**src/rtl/uart_tx_arbiter.sv**
```systemverilog
// Round-robin, whole-message arbiter sharing one UART transmitter among N byte-stream requesters.
// A watchdog revokes the grant of an owner that holds i_req but stops sending.
//
// state | meaning
// IDLE  | no owner; arbitrate among pending i_req
// GRANT | owner's start/data passed to the TX core; watchdog running
// DRAIN | owner released or revoked; wait for the TX core to finish its byte
module uart_tx_arbiter #(
    parameter int N              = 3,
    parameter int TIMEOUT_CYCLES = 1_000_000,
    parameter int CNT_W          = 20
) (
    input  logic             clk,
    input  logic             reset,
    input  logic [N-1:0]     i_req,
    input  logic [N-1:0]     i_start,
    input  logic [8*N-1:0]   i_data,
    input  logic             i_tx_busy,
    output logic             o_tx_start,
    output logic [7:0]       o_tx_data,
    output logic [N-1:0]     o_grant,
    output logic [N-1:0]     o_busy,
    output logic             o_timeout
);

    localparam int PW = (N > 1) ? $clog2(N) : 1;
    localparam logic [CNT_W-1:0] CNT_LAST = CNT_W'(TIMEOUT_CYCLES - 1);
    localparam logic [PW-1:0]    PTR_RST  = PW'(N - 1);

    typedef enum logic [1:0] {
        IDLE  = 2'd0,
        GRANT = 2'd1,
        DRAIN = 2'd2
    } state_t;

    state_t           state, state_nxt;
    logic [N-1:0]     grant, grant_nxt;
    logic [PW-1:0]    ptr, ptr_nxt;
    logic [CNT_W-1:0] cnt, cnt_nxt;
    logic             timeout, timeout_nxt;

    logic [PW-1:0]    winner;
    logic [N-1:0]     rot;
    int               off;
    int               sum;

    logic [7:0]       data_arr [N];
    logic             owner_req;
    logic             owner_start;
    logic [7:0]       owner_data;

    for (genvar k = 0; k < N; k++) begin : g_bytes
        assign data_arr[k] = i_data[8*k +: 8];
    end

    // The pointer always names the current (or last) owner.
    assign owner_req   = i_req[ptr];
    assign owner_start = i_start[ptr];
    assign owner_data  = data_arr[ptr];

    // Rotate requests so bit 0 is the requester just after the pointer, then take the lowest set bit.
    always_comb begin
        rot = N'({i_req, i_req} >> (int'(ptr) + 1));
        off = 0;
        for (int i = N - 1; i >= 0; i--) begin
            if (rot[i]) begin
                off = i;
            end
        end
        sum = int'(ptr) + 1 + off;
        if (sum >= N) begin
            sum = sum - N;
        end
        winner = PW'(sum);
    end

    always_ff @(posedge clk or posedge reset) begin
        if (reset) begin
            state   <= IDLE;
            grant   <= '0;
            ptr     <= PTR_RST;
            cnt     <= '0;
            timeout <= 1'b0;
        end else begin
            state   <= state_nxt;
            grant   <= grant_nxt;
            ptr     <= ptr_nxt;
            cnt     <= cnt_nxt;
            timeout <= timeout_nxt;
        end
    end

    always_comb begin
        state_nxt   = state;
        grant_nxt   = grant;
        ptr_nxt     = ptr;
        cnt_nxt     = '0;
        timeout_nxt = 1'b0;
        o_tx_start  = 1'b0;
        o_tx_data   = '0;

        unique case (state)
            IDLE: begin
                if (|i_req) begin
                    ptr_nxt   = winner;
                    grant_nxt = N'(1) << winner;
                    state_nxt = GRANT;
                end
            end

            GRANT: begin
                o_tx_start = owner_start;
                o_tx_data  = owner_data;
                if (!owner_req) begin
                    state_nxt = DRAIN;
                end else if (cnt == CNT_LAST) begin
                    state_nxt   = DRAIN;
                    timeout_nxt = 1'b1;
                end else if (!owner_start && !i_tx_busy) begin
                    cnt_nxt = cnt + 1'b1;
                end
            end

            DRAIN: begin
                o_tx_data = owner_data;
                if (!i_tx_busy) begin
                    grant_nxt = '0;
                    state_nxt = IDLE;
                end
            end

            default: begin
                grant_nxt = '0;
                state_nxt = IDLE;
            end
        endcase
    end

    // Non-owners always see a busy transmitter, so they hold off in their own wait states.
    assign o_busy    = ~grant | ({N{i_tx_busy}} & grant);
    assign o_grant   = grant;
    assign o_timeout = timeout;

endmodule

```
**config.mk**
```make
export PLATFORM = sky130hd
export DESIGN_NAME = uart_tx_arbiter
export DESIGN_NICKNAME = d
export VERILOG_FILES = /design/src/rtl/uart_tx_arbiter.sv
export SDC_FILE = /design/constraint.sdc
export NUM_CORES = 1
export LEC_CHECK = 0
export CAP_MARGIN = 20
export CORE_MARGIN = 2
export CORE_UTILIZATION = 45
export CTS_BUF_LIST = sky130_fd_sc_hd__clkbuf_2 sky130_fd_sc_hd__clkbuf_4 sky130_fd_sc_hd__clkbuf_8
export DETAILED_ROUTE_END_ITERATION = 10
export PLACE_DENSITY = 0.77
export SETUP_SLACK_MARGIN = 0.4
export SLEW_MARGIN = 10
export SYNTH_ARGS = -nofsm -noshare
export SYNTH_HDL_FRONTEND = slang
export SYNTH_SLANG_ARGS = --single-unit
```
**constraint.sdc**
```tcl
create_clock -name clk -period 6.25 [get_ports clk]
set_input_delay 0.9375 -clock clk [delete_from_list [all_inputs] [get_ports clk]]
set_output_delay 0.9375 -clock clk [all_outputs]
set_load 0.1 [all_outputs]
```
==> results_dict.tcl <==
set metrics [dict create \
    worstMarginPinSlew_ns 0.9909 \
    clk_latency_ns 0.28 \
    synth-seq-area-share_pct 37.53 \
    critical_path.reg2reg.startpoint "ptr[0]" \
    clk_transition_reported_paths_ns 0.09 \
    drive_above_1_share_pct 8.434 \
    power_leakage_nw 0.9799 \
    port-buffer-count 48 \
    grt_first_pass_wirelength_um 6168 \
    number_of_instances_in_the_synthesized_netlist 202 \
    fp.dieW_um 68.47 \
    htree_levels 1 \
    min_delay_worst_endpoint "cnt[0]" \
    antenna_violating_nets_post_route 0 \
    routabilityCongestion 0.7480 \
    rsz_0062_raised_after_global_routing "no" \
    drt-total-wl_um 3587 \
    mapped_nets 242 \
    cts.hold.buffers_added 0 \
    critical_path.max_fanout 17 \
    initial_util_pct 46.76 \
    p_per_area_nw_per_um2 454.8 \
    post-route-period-util_pct 63.94 \
    worst-r2r-cell-count 11 \
    seq_area_um2 701.9 \
    min-delay-start "cnt[0]" \
    hp-class "flop to flop" \
    cts.root.buffer_cell "sky130_fd_sc_hd__clkbuf_8" \
    synth_edf_count 0 \
    finalWorstSetupSlack_ns 2.254 \
    flip_flop_and_latch_count_after_synthesis 28 \
    post-route-min-period_ns 3.996 \
    gr_usage_total_pct 17.24 \
    post_synth_main_area_contributors "sky130_fd_sc_hd__dfrtp_1, sky130_fd_sc_hd__mux2i_1, sky130_fd_sc_hd__nand2_1, sky130_fd_sc_hd__nor2_4, sky130_fd_sc_hd__xor2_1" \
    async_flop_share_pct 100.0 \
    vias_in_the_first_global_route 1484 \
    route.detailed.drc 0 \
    crit_path_end_kind "primary output" \
    hold_path_depth 1 \
    floorplan.die.height_um 68.47 \
    startpoint_type "flop" \
    timing.setup.critical_path_class "flop to primary output" \
    vias_per_cell 5.090 \
    num-fill-cells 345 \
    outcome "finished clean" \
    final_nets 290 \
    yosys_warnings 0 \
    cts.sinks 28 \
    dr.first_iter.drc_count 51 \
    n_antenna_cell 0 \
    max_slew_margin_pct 33.73 \
    core_area_um2 4000 \
    detailedPlacementHpwl_um 2756 \
    detailroute.via_count 1522 \
    synth_area_leader_cell "sky130_fd_sc_hd__dfrtp_1" \
    post-synth-top-area-fraction_pct 36.12 \
    finalSetupTns_ns 0 \
    globalRoute.totalOverflow 0 \
    grt_antenna_before_repair 0 \
    post_synth_instance_area_um2 1871 \
    synthesis_to_finish_area_growth_pct 32.31 \
    tritoncts "yes" \
    synth_flop_type "sky130_fd_sc_hd__dfrtp_1" \
    worst-endpoint-arrival_ns 3.06 \
    routed_wire_length_per_instance_um 12.00 \
    max_cap_viol_count 0 \
    clock_tree.buffer_depth 2 \
    pin_count 49 \
    rows 23 \
    grt_max_degree 29 \
    setup_violation_total_in_the_final_timing_report 0 \
    final-hold-violation-count 0 \
    tritoncts.num_buffers 3 \
    fmax_mhz 250.2 \
    synth.avg_cell_area_um2 9.260 \
    multiInputGateArea_um2 1066 \
    placement.setup.worst_slack_ns 2.296 \
    finClkSkew_ns 0.002810 \
    post_cts.resized_instances 0 \
    cts.repair_timing.setup_buffer_count 0 \
    crit_required_ns 5.31 \
    synth.lib_cells_used.distinct 40 \
    ir_worst_vdd_uv 363.2 \
    drt_pass1_iterations 4 \
    die-area_um2 4688 \
    regToRegEndpoint "o_grant[1]" \
    final-max-slew-violation-count 0 \
    ff2ff_setup_slack_ns 3.18 \
]
==> cells by family after synthesis <==
group	synth area share, %
AO/OA/AOI/OAI	7.157
XOR/XNOR	8.896
buffers and inverters	5.485
multiplexers	6.488
AND/OR/NAND/NOR	29.36
adder cells (fa/ha/maj)	5.084
flip-flops	37.53
==> final cells by class <==
class / count / share of cell area, %
sequential: 28 / 28.36
inverter: 10 / 1.517
clock buffer: 3 / 1.668
clock inverter: 1 / 1.213
tap: 50 / 2.528
multi-input combinational: 157 / 43.07
timing repair buffer: 50 / 21.64
==> synthesized netlist by cell type, types with 2 or more instances <==
cell type                   n
sky130_fd_sc_hd__xnor2_1    9
sky130_fd_sc_hd__nand3_1    9
sky130_fd_sc_hd__nand2_1   26
sky130_fd_sc_hd__dfrtp_1   27
sky130_fd_sc_hd__xor2_1    10
sky130_fd_sc_hd__buf_6      3
sky130_fd_sc_hd__inv_1     10
sky130_fd_sc_hd__nand2b_1   5
sky130_fd_sc_hd__nor2_4     8
sky130_fd_sc_hd__and2_1     9
sky130_fd_sc_hd__o21ai_0   13
sky130_fd_sc_hd__clkbuf_1   3
sky130_fd_sc_hd__nor4_1     4
sky130_fd_sc_hd__mux2i_1   11
sky130_fd_sc_hd__a22o_1     2
sky130_fd_sc_hd__o31ai_1    2
sky130_fd_sc_hd__nand4_1    4
sky130_fd_sc_hd__ha_1       6
sky130_fd_sc_hd__nor3_1     3
sky130_fd_sc_hd__nor2_2     2
sky130_fd_sc_hd__nor2_1    17
==> flip-flops by register name, indices dropped and copies added, names as in the netlist <==
name       count
cnt           20
o_timeout      1
state          2
o_grant        3
ptr            2
==> worst max-delay path, cell delays in order (launching register included) <==
cell and delay, ns:
sky130_fd_sc_hd__dfrtp_1 0.65, sky130_fd_sc_hd__nor2b_1 0.59, sky130_fd_sc_hd__nand2_1 0.09, sky130_fd_sc_hd__o21ai_0 0.13, sky130_fd_sc_hd__and2_1 0.17, sky130_fd_sc_hd__clkdlybuf4s50_1 1.13
==> where the power goes <==
part / internal (mW) / switching, mW
Sequential: 0.204 / 0.0429
Combinational: 0.234 / 0.502
Clock: 0.0859 / 0.0567
==> per-stage QoR <==
step                utilization, %  cells  cell area, um2  power, mW  hold WS, ns
CTS                          60.49    297            2420      1.130       0.5088
global placement             58.71    293            2349     0.9776       0.4844
floorplan                        -    202            1871     0.8418       0.4603
finish                       61.87    299            2475      1.126       0.5016
detailed placement           58.71    293            2349     0.9838       0.4943
global route                 61.87    299            2475      1.204       0.5247
==> layer usage <==
layer	global-route usage, %	part of all wire (%)	up-vias	routed length, um
li1	-	-	780	-
met1	21.74	45	696	1616
met2	28.73	47	41	1684
met3	3.947	6.4	5	229
met4	6.000	1.6	0	57
met5	0	0	-	0
==> worst max path at each step <==
| stage | startpoint | end | slack [ns] | cells after the start |
|---|---|---|---|---|
| global route | ptr[0] | o_tx_data[4] | 2.05 | 5 |
| detailed placement | i_start[0] | o_tx_start | 2.30 | 5 |
| global placement | i_start[1] | o_tx_start | 2.30 | 5 |
| CTS | ptr[0] | o_tx_start | 2.20 | 5 |
| floorplan | i_req[0] | o_grant[1] | 3.32 | 11 |
| finish | ptr[0] | o_tx_start | 2.25 | 5 |
==> placed cells by master, fill, tap and decap left out, types with 4 or more instances in the layout <==
cell / instances
sky130_fd_sc_hd__clkdlybuf4s50_1: 48
sky130_fd_sc_hd__dfrtp_1: 27
sky130_fd_sc_hd__nand2_1: 26
sky130_fd_sc_hd__nor2_1: 17
sky130_fd_sc_hd__o21ai_0: 13
sky130_fd_sc_hd__mux2i_1: 11
sky130_fd_sc_hd__inv_1: 10
sky130_fd_sc_hd__xor2_1: 10
sky130_fd_sc_hd__nand3_1: 9
sky130_fd_sc_hd__and2_1: 9
sky130_fd_sc_hd__xnor2_1: 9
sky130_fd_sc_hd__nor2_4: 8
sky130_fd_sc_hd__ha_1: 6
sky130_fd_sc_hd__nand2b_1: 5
sky130_fd_sc_hd__nor4_1: 4
sky130_fd_sc_hd__nand4_1: 4
Note: power is estimated with default switching activity, not from simulation.
